==> config.mk <==
export PLATFORM = sky130hd
export DESIGN_NAME = bcd_down_timer_flat
export DESIGN_NICKNAME = d
export VERILOG_FILES = /design/src/rtl/bcd_down_timer_if.sv /design/src/rtl/bcd_down_timer.sv /design/src/flat_wrapper.sv
export SDC_FILE = /design/constraint.sdc
export NUM_CORES = 1
export LEC_CHECK = 0
export ABC_CLOCK_PERIOD_IN_PS = 2300
export CORE_AREA = 2 2 42 44
export DETAILED_ROUTE_END_ITERATION = 12
export DIE_AREA = 0 0 44 46
export PLACE_DENSITY = 0.73
export SLEW_MARGIN = 10
export SYNTH_ARGS = -nofsm -noshare
export SYNTH_HDL_FRONTEND = slang
export SYNTH_SLANG_ARGS = --single-unit
==> constraint.sdc <==
create_clock -name clk -period 2.3 [get_ports clk]
set_input_delay 0.69 -clock clk [delete_from_list [all_inputs] [get_ports clk]]
set_output_delay 0.69 -clock clk [all_outputs]
set_load 0.01 [all_outputs]
==> src/rtl/bcd_down_timer_if.sv <==
// rtl/bcd_down_timer_if.sv - load/enable/status bundle for the BCD down-timer
interface bcd_down_timer_if #(
  parameter int DIGITS = 2
);
  logic                  load;
  logic [4*DIGITS-1:0]   load_val;
  logic                  en;
  logic [4*DIGITS-1:0]   q;
  logic                  zero;
  logic                  done;
  logic                  busy;

  modport master (
    output load, load_val, en,
    input  q, zero, done, busy
  );

  modport slave (
    input  load, load_val, en,
    output q, zero, done, busy
  );
endinterface

==> src/rtl/bcd_down_timer.sv <==
// rtl/bcd_down_timer.sv - multi-digit BCD down-counter with terminal-count pulse; optional BCD_DOWN_TIMER_AUTO_RELOAD_EN
module bcd_down_timer #(
  parameter int DIGITS = 2
) (
  input  logic                clk,
  input  logic                rst,
  bcd_down_timer_if.slave     bus
);
  localparam int W = 4 * DIGITS;

  // IDLE is kept only so the encoding is complete; reset goes straight to EXPIRED.
  typedef enum logic [1:0] {
    IDLE    = 2'd0,
    COUNT   = 2'd1,
    EXPIRED = 2'd2
  } state_t;

  state_t         state_q;
  logic [W-1:0]   q_q;
  logic [W-1:0]   reload_q;
  logic           zero_q;
  logic           done_q;
  logic           busy_q;

  logic [W-1:0]   clamp_d;
  logic [W-1:0]   dec_d;
  logic           borrow_d;

  // Saturate every loaded digit to 9 so q always holds legal BCD.
  always_comb begin
    clamp_d = '0;
    for (int i = 0; i < DIGITS; i++) begin
      if (bus.load_val[4*i +: 4] > 4'd9) begin
        clamp_d[4*i +: 4] = 4'd9;
      end else begin
        clamp_d[4*i +: 4] = bus.load_val[4*i +: 4];
      end
    end
  end

  // One-step BCD decrement with the borrow rippling through all digits in one cycle.
  always_comb begin
    dec_d    = q_q;
    borrow_d = 1'b1;
    for (int i = 0; i < DIGITS; i++) begin
      if (borrow_d) begin
        if (q_q[4*i +: 4] == 4'd0) begin
          dec_d[4*i +: 4] = 4'd9;
        end else begin
          dec_d[4*i +: 4] = q_q[4*i +: 4] - 4'd1;
          borrow_d        = 1'b0;
        end
      end
    end
  end

  // State machine with registered count and status flags; load beats en beats hold.
  always_ff @(posedge clk) begin
    if (!rst) begin
      state_q  <= EXPIRED;
      q_q      <= '0;
      reload_q <= '0;
      zero_q   <= 1'b1;
      done_q   <= 1'b0;
      busy_q   <= 1'b0;
    end else if (bus.load) begin
      q_q      <= clamp_d;
      reload_q <= clamp_d;
      done_q   <= 1'b0;
      if (clamp_d != '0) begin
        state_q <= COUNT;
        zero_q  <= 1'b0;
        busy_q  <= 1'b1;
      end else begin
        state_q <= EXPIRED;
        zero_q  <= 1'b1;
        busy_q  <= 1'b0;
      end
    end else if (bus.en) begin
      case (state_q)
        COUNT: begin
          q_q <= dec_d;
          // q is never zero in COUNT, so dec_d cannot underflow past 00.
          if (dec_d == '0) begin
            state_q <= EXPIRED;
            zero_q  <= 1'b1;
            done_q  <= 1'b1;
            busy_q  <= 1'b0;
          end else begin
            done_q  <= 1'b0;
          end
        end
        EXPIRED: begin
          done_q <= 1'b0;
`ifdef BCD_DOWN_TIMER_AUTO_RELOAD_EN
          // Periodic mode: restart from the last loaded value; a zero reload stays parked.
          if (reload_q != '0) begin
            q_q     <= reload_q;
            state_q <= COUNT;
            zero_q  <= 1'b0;
            busy_q  <= 1'b1;
          end
`endif
        end
        default: begin
          done_q <= 1'b0;
        end
      endcase
    end else begin
      done_q <= 1'b0;
    end
  end

  assign bus.q    = q_q;
  assign bus.zero = zero_q;
  assign bus.done = done_q;
  assign bus.busy = busy_q;
endmodule

==> src/flat_wrapper.sv <==
// flat-port wrapper written by rule: the top's interface ports become plain ports
module bcd_down_timer_flat 
#(
  parameter int DIGITS = 2
)
  (clk, rst, bus_load, bus_load_val, bus_en, bus_q, bus_zero, bus_done, bus_busy);
  bcd_down_timer_if #(.DIGITS(DIGITS)) bus_i ();
  input  logic clk;
  input  logic rst;
  input wire logic [$bits(bus_i.load)-1:0] bus_load;
  input wire logic [$bits(bus_i.load_val)-1:0] bus_load_val;
  input wire logic [$bits(bus_i.en)-1:0] bus_en;
  output wire logic [$bits(bus_i.q)-1:0] bus_q;
  output wire logic [$bits(bus_i.zero)-1:0] bus_zero;
  output wire logic [$bits(bus_i.done)-1:0] bus_done;
  output wire logic [$bits(bus_i.busy)-1:0] bus_busy;
  assign bus_i.load = bus_load;
  assign bus_i.load_val = bus_load_val;
  assign bus_i.en = bus_en;
  assign bus_q = bus_i.q;
  assign bus_zero = bus_i.zero;
  assign bus_done = bus_i.done;
  assign bus_busy = bus_i.busy;
  bcd_down_timer #(.DIGITS(DIGITS)) u_core (.clk(clk), .rst(rst), .bus(bus_i));
endmodule
Word-level counts from Yosys, hierarchy flattened
Index checks and enable logic that the tools add are counted.

Bits in registers: 13. Word-level logic and storage cells: 48. Output and inout port bits: 11. Input bits: 12.

Reductions and logical operators: 10. Bitwise operators: 3. Equality and inequality tests: 1. Add/sub/neg operators: 2. Muxes and demuxes: 25. Order comparisons: 2.

Operators by type and width (count): 8-bit 2-to-1 mux (3); 4-bit 2-to-1 mux (5); 1-bit 2-to-1 mux (12); 2-bit 2-to-1 mux (5); 4-bit > comparator (second input constant) (2); 4-bit logical NOT (2); 8-bit logical NOT (1); 8-bit nonzero test (1); 4-bit by 1-bit subtractor with 4-bit output (second input constant) (2); 2-bit nonzero test (3); 4-bit OR reduction (1); 1-bit inverter (3); 3-bit AND reduction (1); 2-bit by 1-bit equality test with 1-bit output (second input constant) (1); 2-bit AND reduction (1).

Depth between registers and ports, before layout
Gate-level depths: netlist (run 1).

Depth after elaboration: 8. Mapped depth: 5. Mapped depth without buffers: 3.

Least setup slack after synthesis (run 1)
No wires, ideal clock.

Kind: flip-flop to flip-flop. From: reg u_core.q_q[0] (netlist: u_core.bus.q[0]). To: reg u_core.q_q[6] (netlist: u_core.bus.q[6]). Cell stages (with the launch flop): 5. Arrival: 1.617 ns. Path buffers: 1. Clock period less this slack: 1.738 ns. Required time: 2.178 ns. Library setup time: 0.122 ns. Path slack: 0.562 ns. Cells stage by stage: dfxtp_1 > or4_1 > buf_2 > o41a_1 > o311a_1.

Cells in the longest elaborated chain, start to end: 6.

Ends and longest elaborated chain: from (decl) (line bcd_down_timer.sv:19) `logic [W-1:0] q_q;`; from (signal assigned) (line bcd_down_timer.sv:67) `q_q <= clamp_d;`; 4-bit logical NOT (line bcd_down_timer.sv:47) `if (q_q[4*i +: 4] == 4'd0) begin`; 1-bit 2-to-1 mux (line bcd_down_timer.sv:47); 4-bit 2-to-1 mux (line bcd_down_timer.sv:46) `if (borrow_d) begin`; 8-bit 2-to-1 mux (line bcd_down_timer.sv:80) `case (state_q)`; 8-bit 2-to-1 mux (line bcd_down_timer.sv:79) `end else if (bus.en) begin`; 8-bit 2-to-1 mux (line bcd_down_timer.sv:66) `end else if (bus.load) begin`.

Every way passes these cells. The select of a mux whose other input is x is not followed. A chain may end at the register's enable or synchronous reset.

Worst setup path in the final report (run 1)
From: in bus_en. To: reg u_core.state_q[0].

Cells in the longest elaborated chain, start to end: 2.

Ends and longest elaborated chain: from (decl) (line flat_wrapper.sv:12) `input wire logic [$bits(bus_i.en)-1:0] bus_en;`; 2-bit nonzero test (no line); 3-bit AND reduction (no line); to (signal assigned) (line bcd_down_timer.sv:60) `state_q <= EXPIRED;`; to (signal assigned) (line bcd_down_timer.sv:71) `state_q <= COUNT;`; to (signal assigned) (line bcd_down_timer.sv:75) `state_q <= EXPIRED;`; to (decl) (line bcd_down_timer.sv:18) `state_t state_q;`.

Every way passes these cells.

==> implementation parameters, run 1 <==
Parameter                              Value

CTS
  Clock tree from TritonCTS ... yes
  Number of buffers added by the clock tree synthesis step ... 3
  Post-CTS setup-driven buffer insertion count ... 0
  CTS clk-pin slew, worst paths ... approximately 80 ps
  Clock Tree Root ... clkbuf_4
  Clk buf depth ... 2
  Clock net sink count ... 11
  Total of cells resized after clock tree synthesis ... 0
  Number of levels the H-tree was split into ... 1
  CTS Hold Buffers Added ... 0
  Clock latency at the later pin of the worst-skew pair ... ~260 ps

Worst setup path
  Worst Setup End Kind ... flip-flop
  Source of the worst register-to-register timing path ... u_core.bus.q[0]
  Cell with the largest stage delay on the worst path ... or4_1
  Largest delay contributor family on the critical path ... simple AND/OR/NAND/NOR gates
  Number of cells traversed by the worst register-to-register path ... 3
  Crit Path Class ... in -> reg
  Required time of the worst setup path ... about 2500 ps
  Worst path cell trace ... clkdlybuf4s50_1 -> nand3b_1 -> or4_1 -> a41o_1
  Critical Path Start Type ... primary input
  Buffer and inverter count on the worst path ... 1
  Slowest stage delay, CP ... roughly 580 ps
  Data arrival time of the worst path ... 2170 ps
  Reg-to-reg endpoint ... u_core.bus.q[6]
  CP max FO ... 4
  Register-to-register setup slack ... roughly 500 ps

Global routing
  Wire length of the first global-routing pass ... roughly 2.5 mm
  Number of global-route vias before repair ... ~590
  Total global routing track utilization ... 16.90%
  Initial antenna violation count ... 0
  Maximum number of pins on one net before global-route repair ... 12
  Overflow left after global routing ... 0

Outcome
  Outcome ... complete, no violations

Detailed routing
  Number of vias in the routed layout ... 680
  Antenna Violating Nets Remaining ... 0
  Total wirelength of the detailed-routed design ... ~1.6 mm
  Iter 0 DRT Violations ... 22
  DRC violations left ... 0
  Average wire per cell in the routed design ... roughly 14 um
  Routed vias/inst ... 6.018
  Drt first pass iters ... 4

Die
  Row count ... 15
  Number of ports placed on the die boundary ... 23
  Effective utilization at floorplan ... around two fifths
  Die Outline Area ... approximately 2000 sq um
  Die H ... 46 um
  Std-Cell Core Area ... approximately 1600 sq um
  Die W ... between 40 and 50 um

Pwr
  Static Leak ... roughly 0.32 nW
  Max rail drop VDD ... roughly 280 uV
  PD cells ... 512.6 nW/um^2
  Internal Power ... about 0.00033 W
  Clock Power Share ... 29.1%
  Switching power ... 0.0001292 W
  Logic gate share of total power ... a little under a quarter
  Sequential group share of total power ... around 48%
  Sw Ratio ... between 20 and 30%

Hold path
  Hold_sp ... u_core.bus.q[3]
  Tightest Hold Check Type ... reg -> reg
  Worst hold path depth ... 2
  Endpoint of the worst hold-timing path ... u_core.bus.q[3]

Timing
  Clock Skew ... 2.367 ps
  Worst-case setup margin in the final layout ... 294.4 ps
  Setup repair after global routing missed its margin ... false
  Peak Freq ... roughly 500 MHz
  Setup_tns ... 0 ps
  Final critical-path required period ... 2006 ps
  Worst relative slew slack ... 77.67%
  Final Cycle Share ... between 80% and 90%
  Slew at the pin closest to its max-slew limit ... 334.6 ps
  Count of endpoints failing setup in the final report ... 0
  Pins Over Slew Limit ... 0
  Final Hold Vio Count ... 0

Layout
  Antenna fix cells ... 0
  Net count of the finished layout ... around 110
  Fill count ... 158
  Layout area overhead ... 44.58%
  Layout cells sized above 1 ... a little over a tenth
  Area of the multi-input gates ... ~370 sq um
  Reg area ... ~220 sq um
  Leading cell types in the layout, fill and taps excluded ... clkdlybuf4s50_1 (22), dfxtp_1 (11), o21ai_0 (5), a31oi_1 (5)
  Most frequent standard cell in the layout excluding fill and tap cells ... clkdlybuf4s50_1

Placed design
  Number of input and output port buffers inserted ... 22
  Worst setup slack after placement ... about 13 ps
  Estimated wirelength of the detail-placed design ... 1.223 mm
  Gp weighted congestion ... 0.8924

Synthesis
  Average size of a mapped cell ... around 8.8 sq um
  Sequential area share after synthesis ... roughly 35%
  #FFs+latches synth ... 11
  Total nets after synthesis ... 83
  Synthesized cell area ... between 600 and 700 sq um
  Post-Syn Instances ... between 70 and 80
  Yosys synthesis warning count ... 0
  Number of distinct library cells after synthesis ... 34

Flow run
  Number of maximum-capacitance constraint violations ... 0
==> Yosys cell counts <==
cell type / n / area [sq um]
o41ai_1: 1 / 8.760
a21oi_1: 1 / 5.000
or4b_1: 1 / 10.01
nand3b_1: 1 / 7.510
clkbuf_1: 4 / 15.01
nor4_1: 3 / 18.77
dfxtp_1: 11 / 220.2
xnor2_1: 1 / 8.760
o41a_1: 1 / 11.26
nand2b_1: 1 / 6.260
buf_2: 1 / 5.000
o31ai_1: 4 / 30.03
a221oi_1: 1 / 8.760
o311a_1: 1 / 10.01
and3b_1: 1 / 8.760
and4bb_2: 1 / 12.51
o21a_1: 2 / 15.01
or4_1: 4 / 30.03
a31oi_1: 5 / 31.28
o21ba_2: 1 / 10.01
mux2i_1: 1 / 10.01
or2_0: 1 / 6.260
inv_1: 3 / 11.26
o311ai_0: 1 / 8.760
or3b_2: 1 / 8.760
a41o_1: 1 / 10.01
nand2_1: 1 / 3.750
nand4b_1: 2 / 17.52
o211ai_1: 1 / 7.510
a211oi_1: 1 / 7.510
nor2_1: 4 / 15.01
o21ai_0: 5 / 25.02
nor2b_1: 1 / 6.260
or3_1: 2 / 12.51
==> worst register-to-register path, cell delays in order (launching register included) <==
cell and delay (ps):
dfxtp_1 380, or4_1 640, o41a_1 360, o311a_1 320
==> final cells by class <==
class,instances,area share (%)
Clock buffer,4,2.917
Inverter,3,1.250
Multi-Input combinational cell,52,41.25
Sequential cell,11,24.44
Tap cell,17,2.361
Timing Repair Buffer,26,27.78
==> worst max-delay path by stage <==
stage | startpoint | endpoint | slack [ps] | depth (start not counted)
floorplan | u_core.bus.q[0] | u_core.bus.q[6] | 560 | 4
global placement | bus_en | u_core.state_q[0] | 60 | 4
detailed placement | bus_en | u_core.state_q[0] | 10 | 4
CTS | bus_en | u_core.state_q[0] | 300 | 4
global route | u_core.bus.q[0] | bus_q[0] | 230 | 1
finish | bus_en | u_core.state_q[0] | 290 | 4
==> power by group through the flow <==
stage | clock network, W | logic, W | registers (W)
2_1_floorplan | 0 | 0.0000470 | 0.000225
3_3_place_gp | 0 | 0.000108 | 0.000223
3_5_place_dp | 0 | 0.000108 | 0.000224
4_1_cts | 0.000137 | 0.000109 | 0.000219
5_1_grt | 0.000148 | 0.000119 | 0.000222
6_report | 0.000134 | 0.000108 | 0.000219
==> flip-flops by register name, summed over array words and instances, names as in the netlist <==
| name | flops |
|---|---|
| u_core.bus.done | 1 |
| u_core.state_q | 1 |
| u_core.bus.q | 8 |
| u_core.bus.zero | 1 |
==> layer usage <==
layer	GRT usage [%]	vias to the layer above	routed length, um
li1	-	337	-
met1	22.33	321	781
met2	27.35	22	724
met3	4.365	0	74
met4	4.242	0	0
met5	0	-	0
==> per-stage QoR <==
step	hold slack (ps)	total power (W)	instances	area (sq um)	util, %
floorplan	540.4	0.0002723	71	623.1	-
global placement	539.0	0.0003311	109	874.6	54.19
detailed placement	541.5	0.0003318	109	874.6	54.19
finish	545.1	0.0004618	113	900.9	55.81
global route	584.8	0.0004892	113	900.9	55.81
CTS	552.7	0.0004651	113	900.9	55.81
==> kinds of logic after synthesis <==
| family | count (synthesis) | synth area share [%] |
|---|---|---|
| buffers and inverters | 8 | 5.018 |
| xor gates and xnor gates | 1 | 1.406 |
| DFF | 11 | 35.34 |
| muxes | 1 | 1.606 |
| AOI/OAI and AO/OA | 26 | 30.32 |
| and+or+nand+nor | 24 | 26.31 |
(Power assumes the default switching activity.)
==> run 2: changes to the inputs <==
--- a/config.mk
+++ b/config.mk
@@ -5,11 +5,12 @@
 export SDC_FILE = /design/constraint.sdc
 export NUM_CORES = 1
 export LEC_CHECK = 0
+export ABC_AREA = 1
 export ABC_CLOCK_PERIOD_IN_PS = 2300
-export CORE_AREA = 2 2 42 44
+export CORE_AREA = 2 2 44 46
 export DETAILED_ROUTE_END_ITERATION = 12
-export DIE_AREA = 0 0 44 46
-export PLACE_DENSITY = 0.73
+export DIE_AREA = 0 0 46 48
+export PLACE_DENSITY = 0.75
 export SLEW_MARGIN = 10
 export SYNTH_ARGS = -nofsm -noshare
 export SYNTH_HDL_FRONTEND = slang
==> implementation parameters, run 2 <==
Parameter                              Value

Outcome
  Outcome ... complete, no violations (unchanged)

Synthesis
  Proportion of register bits with asynchronous set or reset after synthesis ... 0% (unchanged)
  Average size of a mapped cell ... 6.696 sq um (was 8.776 sq um)
  Post-Syn Instances ... 111 (was 71)
  Number of distinct library cells after synthesis ... 24 (was 34)
  Area share of the largest cell type after synthesis ... 29.63% (was 35.34%)
  Synthesized cell area ... 743.2 sq um (was 623.1 sq um)
  Cell with the most instances after synthesis ... nand2_1 (was dfxtp_1)
  Total nets after synthesis ... 123 (was 83)
  Yosys synthesis warning count ... 0 (unchanged)
  Main combinational cell family by area after synthesis ... simple AND/OR/NAND/NOR gates (was compound AO/OA/AOI/OAI gates)
  Area fraction in compound gates after synthesis ... 19.70% (was 30.32%)
  Top flip-flop cell by instance count after synthesis ... dfxtp_1 (unchanged)
  #FFs+latches synth ... 11 (unchanged)
  Basic-gate share of the synthesized area counting and, or, nand and nor cells ... 40.07% (was 26.31%)
  Sequential area share after synthesis ... 29.63% (was 35.34%)
  Proportion of synthesized area in mux cells ... 0% (was 1.606%)
  Number of synthesized flops with an enable pin ... 0 (unchanged)
  Top post-synthesis cells by area ... dfxtp_1 (30%), nand2_1 (14%), inv_1 (5.6%), o21ai_0 (5.4%), a21oi_1 (4.7%) (was dfxtp_1 (35%), a31oi_1 (5.0%), o31ai_1 (4.8%), or4_1 (4.8%), o21ai_0 (4.0%))
  Cell taking the most area after synthesis ... dfxtp_1 (unchanged)
  Top cells by instance count after synthesis ... nand2_1 (27), dfxtp_1 (11), inv_1 (11), o21ai_0 (8) (was dfxtp_1 (11), a31oi_1 (5), o21ai_0 (5))
  Share of the synthesized netlist area taken by xor and xnor gates ... 0% (was 1.406%)
  Synthesized-area fraction occupied by adder cells ... 0% (unchanged)

Placed design
  Gp weighted congestion ... 0.8421 (was 0.8924)
  Placed cell count ... 149 (was 109)
  Number of input and output port buffers inserted ... 22 (unchanged)
  Estimated wirelength of the detail-placed design ... 1.407 mm (was 1.223 mm)

CTS
  Clock Tree Root ... clkbuf_4 (unchanged)
  Clock latency at the later pin of the worst-skew pair ... 270 ps (was 260 ps)
  Number of levels the H-tree was split into ... 1 (unchanged)
  Total of cells resized after clock tree synthesis ... 0 (unchanged)
  Number of buffers added by the clock tree synthesis step ... 3 (unchanged)
  Clk buf depth ... 2 (unchanged)
  Clock net sink count ... 11 (unchanged)
  Post-CTS setup-driven buffer insertion count ... 0 (unchanged)
  CTS clk-pin slew, worst paths ... 70 ps (was 80 ps)
  CTS Hold Buffers Added ... 0 (unchanged)
  Clock tree from TritonCTS ... yes (unchanged)

Hold path
  Worst hold path depth ... 2 (unchanged)
  Endpoint of the worst hold-timing path ... u_core.state_q[0] (was u_core.bus.q[3])
  Hold_sp ... u_core.state_q[0] (was u_core.bus.q[3])
  Tightest Hold Check Type ... reg -> reg (unchanged)

Die
  Die H ... 48 um (was 46 um)
  Row count ... 15 (unchanged)
  Number of ports placed on the die boundary ... 23 (unchanged)
  Std-Cell Core Area ... 1689 sq um (was 1614 sq um)
  Die Outline Area ... 2208 sq um (was 2024 sq um)
  Die W ... 46 um (was 44 um)
  Effective utilization at floorplan ... 44.00% (was 38.60%)

Worst setup path
  Number of cells traversed by the worst register-to-register path ... 5 (was 3)
  Cell with the largest stage delay on the worst path ... clkdlybuf4s50_1 (was or4_1)
  Buffer and inverter count on the worst path ... 1 (unchanged)
  Largest delay contributor family on the critical path ... buffers and inverters (was simple AND/OR/NAND/NOR gates)
  CP max FO ... 6 (was 4)
  Data arrival time of the worst path ... 1310 ps (was 2170 ps)
  Reg-to-reg endpoint ... u_core.bus.q[5] (was u_core.bus.q[6])
  Critical Path Start Type ... flip-flop (was primary input)
  Required time of the worst setup path ... 1610 ps (was 2460 ps)
  Register-to-register setup slack ... 1130 ps (was 500 ps)
  Slowest stage delay, CP ... 590 ps (was 580 ps)
  Crit Path Class ... reg -> out (was in -> reg)
  Worst Setup End Kind ... primary output (was flip-flop)
  Source of the worst register-to-register timing path ... u_core.state_q[0] (was u_core.bus.q[0])
  Worst path cell trace ... clkdlybuf4s50_1 (was clkdlybuf4s50_1 -> nand3b_1 -> or4_1 -> a41o_1)

Global routing
  Number of global-route vias before repair ... 672 (was 588)
  Overflow left after global routing ... 0 (unchanged)
  Total global routing track utilization ... 17.87% (was 16.90%)
  Met1 track demand over resource ... 22.60% (was 22.33%)
  Met3 routing resource usage after global routing ... 2.264% (was 4.365%)
  Met2 Resource Use GR ... 28.33% (was 27.35%)
  Initial antenna violation count ... 0 (unchanged)
  Wire length of the first global-routing pass ... 2.732 mm (was 2.546 mm)
  Global routing's busiest layer ... met2 (unchanged)
  Maximum number of pins on one net before global-route repair ... 13 (was 12)

Timing
  Peak Freq ... 499.7 MHz (was 498.6 MHz)
  Worst relative slew slack ... 81.25% (was 77.67%)
  Setup_tns ... 0 ps (unchanged)
  Final critical-path required period ... 2001 ps (was 2006 ps)
  Clock Skew ... 2.650 ps (was 2.367 ps)
  Pins Over Slew Limit ... 0 (unchanged)
  Final Hold Vio Count ... 0 (unchanged)
  Slew at the pin closest to its max-slew limit ... 280.3 ps (was 334.6 ps)
  Count of endpoints failing setup in the final report ... 0 (unchanged)
  Setup repair after global routing missed its margin ... false (unchanged)
  Final Cycle Share ... 87.01% (was 87.20%)

Detailed routing
  Number of vias in the routed layout ... 798 (was 680)
  Antenna Violating Nets Remaining ... 0 (unchanged)
  Drt first pass iters ... 4 (unchanged)
  Average wire per cell in the routed design ... 11.61 um (was 13.99 um)
  Routed vias/inst ... 5.216 (was 6.018)
  Total wirelength of the detailed-routed design ... 1.777 mm (was 1.581 mm)
  Iter 0 DRT Violations ... 20 (was 22)
  DRC violations left ... 0 (unchanged)

Layout
  Layout cells sized above 1 ... 18.38% (was 10.42%)
  Net count of the finished layout ... 149 (was 109)
  Leading cell types in the layout, fill and taps excluded ... nand2_1 (27), clkdlybuf4s50_1 (22), inv_1 (11), dfxtp_1 (11), o21ai_0 (8) (was clkdlybuf4s50_1 (22), dfxtp_1 (11), o21ai_0 (5), a31oi_1 (5))
  Most frequent standard cell in the layout excluding fill and tap cells ... nand2_1 (was clkdlybuf4s50_1)
  Antenna fix cells ... 0 (unchanged)
  Largest register FFs ... 8 (unchanged)
  Fill count ... 170 (was 158)
  Layout Cells excl Fill ... 153 (was 113)
  Layout area overhead ... 34.51% (was 44.58%)

Flow run
  Number of maximum-capacitance constraint violations ... 0 (unchanged)

Pwr
  Max rail drop VDD ... 235.2 uV (was 275.6 uV)
  PD cells ... 534.0 nW/um^2 (was 512.6 nW/um^2)
  Static Leak ... 0.4259 nW (was 0.3182 nW)
-- run 2: cell count changes after synthesis, moves of 4 or more --
cell      change
inv_1         +8
clkbuf_1      -4
o31ai_1       -4
nand3_1       +7
nand2_1      +26
inv_2         +5
a21oi_1       +6
or4_1         -4
-- run 2: logic make-up (layout without fill, tap and decap cells) --
family          count (synthesis)  in the layout
simple gates                   57             57
flops                          11             11
compound gates                 25             25
buf+inv                        18             43
-- run 2: power breakdown --
group / leakage [nW] / internal, W / switching, W
registers: 0.0910 / 0.000204 / 0.0000194
clock network: 0.0150 / 0.0000671 / 0.0000704
logic: 0.320 / 0.0000810 / 0.0000921
-- run 2: layer usage --
layer / wire length (um) / part of all wire (%) / vias to the layer above
met5: 0 / 0 / -
met4: 27 / 1.5 / 0
met3: 107 / 6.0 / 2
met2: 834 / 47 / 30
met1: 807 / 45 / 345
li1: - / - / 421
-- run 2: through the flow --
stage | power, W | worst slack, ps | hold slack [ps] | area (sq um) | utilization [%]
final | 0.0005339 | 298.7 | 549.9 | 999.7 | 59.19
after global placement | 0.0003985 | 383.5 | 510.8 | 973.4 | 57.63
after global routing | 0.0005646 | 239.3 | 569.5 | 999.7 | 59.19
after CTS | 0.0005383 | 283.3 | 541.2 | 999.7 | 59.19
after detailed placement | 0.0004008 | 375.2 | 532.2 | 973.4 | 57.63
after floorplan | 0.0003337 | 911.8 | 524.0 | 743.2 | -
-- run 2: cell type report --
type / instances / area [sq um] / area share [%]
inverter: 16 / 60.06 / 6.008
clock buffer: 4 / 26.28 / 2.628
tap: 17 / 21.27 / 2.128
timing repair buffer: 23 / 227.7 / 22.78
multi-input combinational: 82 / 444.2 / 44.43
sequential: 11 / 220.2 / 22.03
-- run 2: how the worst max path moves through the flow --
stage	start	cells after the start	end
2_1_floorplan	bus_load	6	u_core.bus.q[1]
4_1_cts	u_core.bus.q[2]	1	bus_q[2]
5_1_grt	u_core.bus.q[2]	1	bus_q[2]
3_5_place_dp	bus_en	6	u_core.bus.q[5]
6_report	u_core.bus.q[2]	1	bus_q[2]
3_3_place_gp	bus_en	6	u_core.bus.q[5]
==> run 3: changes to the inputs <==
--- a/config.mk
+++ b/config.mk
@@ -7,6 +7,7 @@
 export LEC_CHECK = 0
 export ABC_AREA = 1
 export ABC_CLOCK_PERIOD_IN_PS = 2300
+export CAP_MARGIN = 20
 export CORE_AREA = 2 2 44 46
 export DETAILED_ROUTE_END_ITERATION = 12
 export DIE_AREA = 0 0 46 48
==> results of run 3 <==
The final DEF is identical to that of run 2; final timing and power are the same.
==> patch (settings of run 1) <==
`DIGITS` is set to 2 in 3 places; all go to 1.
--- a/src/rtl/bcd_down_timer_if.sv
+++ b/src/rtl/bcd_down_timer_if.sv
@@ -1,6 +1,6 @@
 // rtl/bcd_down_timer_if.sv - load/enable/status bundle for the BCD down-timer
 interface bcd_down_timer_if #(
-  parameter int DIGITS = 2
+  parameter int DIGITS = 1
 );
   logic                  load;
   logic [4*DIGITS-1:0]   load_val;
--- a/src/rtl/bcd_down_timer.sv
+++ b/src/rtl/bcd_down_timer.sv
@@ -1,6 +1,6 @@
 // rtl/bcd_down_timer.sv - multi-digit BCD down-counter with terminal-count pulse; optional BCD_DOWN_TIMER_AUTO_RELOAD_EN
 module bcd_down_timer #(
-  parameter int DIGITS = 2
+  parameter int DIGITS = 1
 ) (
   input  logic                clk,
   input  logic                rst,
--- a/src/flat_wrapper.sv
+++ b/src/flat_wrapper.sv
@@ -1,7 +1,7 @@
 // flat-port wrapper written by rule: the top's interface ports become plain ports
 module bcd_down_timer_flat 
 #(
-  parameter int DIGITS = 2
+  parameter int DIGITS = 1
 )
   (clk, rst, bus_load, bus_load_val, bus_en, bus_q, bus_zero, bus_done, bus_busy);
   bcd_down_timer_if #(.DIGITS(DIGITS)) bus_i ();
Ports: changed (resized bus_load_val and bus_q); port bits go from 23 to 15. No check against the original RTL was run, so the function may have changed too.
==> patch against run 1 <==
Setup slack lost 19 ps. Routed wire length shrank 40%. Worst hold slack gained 27 ps. Count of clock-buffer cells in the layout is the same. Synthesized area shrank 38%. Global-route usage shrank 6.6 points. Sequential cell count shrank 4. Power shrank 31%. Sequential power shrank 36%. Die area is the same. First-iteration DRC count shrank 59%. Largest power group unchanged. Cell area shrank 37%.
==> patch: results (changes against run 1) <==
metric,value,unit,change
status,completed,,
p_leak,0.201,nW,-37%
dp_hpwl,680,um,-44%
worst_pin_slew,328,ps,-6.38 ps
grt.overflow.total,0,,unchanged
worstPathMaxFanout,6,,+2
hold_path.class,reg -> reg,,
hp-start,u_core.bus.zero$_SDFFE_PN1P_,,
critPathSlowestCell,clkdlybuf4s50_1,,
min_path_cells,2,,unchanged
placed_cell_area,544,um2,-38%
reg2reg_to,u_core.bus.busy$_SDFFE_PN0P_,,
max_stage_delay,600,ps,+20 ps
antenna_found_initial,0,,unchanged
crit_end,bus_q[1],,
clk_pin_slew,50,ps,-30 ps
timing.critical_path.from,u_core.bus.q[1]$_SDFFE_PN0P_,,
postSynthNetCount,46,,-45%
gp_congestion,0.698,,-22%
rr_worst_depth,3,,unchanged
fill_cells,172,,+8.9%
synth.area.top_cells,"dfxtp_1, nor4b_4, o21ai_0",,
antenna_cells,0,,unchanged
grt_pass1_vias,345,,-41%
cts_max_level,1,,unchanged
arrival,1330,ps,-840 ps
post_cts_buffers,0,,unchanged
cts_resized,0,,unchanged
cp_top_family,buffers and inverters,,
first_iter_violations,9,,-59%
track_usage,10.3,%,-6.6 points
cts-root-buf,clkbuf_4,,
yosysUniqueCellTypes,26,,-24%
drive_above_1_share,16.4,%,+5.9 points
routed_wl,952,um,-40%
grt_pass1_wl,1460,um,-43%
nNetsFinal,64,,-41%
largest_reg_flops,4,,-4
cts_buffer_depth,2,,unchanged
portBuffers,14,,-36%
hold_violations,0,,unchanged
holdPathEnd,u_core.bus.zero$_SDFFE_PN1P_,,
regToRegSetupSlack,1130,ps,+630 ps
clk_latency,260,ps,about the same
fin_worst_skew,2.80,ps,+0.435 ps
yosys_warnings,0,,unchanged
yosys-top-cells-count,"dfxtp_1, o21ai_0, a211oi_1, nand3b_1, nor2b_1",,
viasPerCell,5.43,,-9.8%
numCtsBuffers,3,,unchanged
grt_max_degree,12,,unchanged
dr.pass1.iters,4,,unchanged
r2r-start,u_core.bus.q[0]$_SDFFE_PN0P_,,
crit_type,reg -> out,,
peakVddDrop,363,uV,+32%
seq_area_frac_synth,36.1,%,+0.79 points
## patch: cell types whose count changed in the layout (fill, tap and decap cells not counted), moves of 3 or more
cell,before,now
o31ai_1,4,0
a31oi_1,5,0
clkdlybuf4s50_1,22,14
buf_4,4,0
or4_1,4,0
nor2_1,4,0
dfxtp_1,11,7
nor4_1,3,0
## patch: cell type report
class	count	area, um2	share of cell area (%)
flip-flops and latches	7	140	24.6
clock buffers	4	26.3	4.61
well taps	17	21.3	3.73
multi-input cells	29	239	41.9
inverters	1	3.75	0.658
repair buffers	14	140	24.6
## patch: where the power goes
part	internal [mW]	switching, mW
Sequential	0.129	0.0119
Combinational	0.0390	0.0251
Clock	0.0662	0.0460
## patch: cells by family after synthesis
family,count (synthesis),share of synthesized area (%)
and+or+nand+nor,13,31.9
buffers and inverters,2,2.26
AOI/OAI and AO/OA,15,27.4
DFF,7,36.1
xor gates and xnor gates,1,2.26
## patch: per-stage QoR
stage / cells / setup slack [ps] / power (mW) / hold WS, ps
2_1_floorplan: 38 / 908 / 0.172 / 570
3_3_place_gp: 68 / 374 / 0.205 / 557
3_5_place_dp: 68 / 314 / 0.205 / 550
4_1_cts: 72 / 262 / 0.321 / 571
5_1_grt: 72 / 235 / 0.331 / 618
6_report: 72 / 276 / 0.317 / 572
## patch: per-layer routing
metal  vias to the layer above  GRT usage [%]  wire length [um]
met5                         -              0                 0
met4                         0           1.82                 6
met3                         2           5.95                87
met2                        14           18.2               470
met1                       191           10.6               389
li1                        184              -                 -
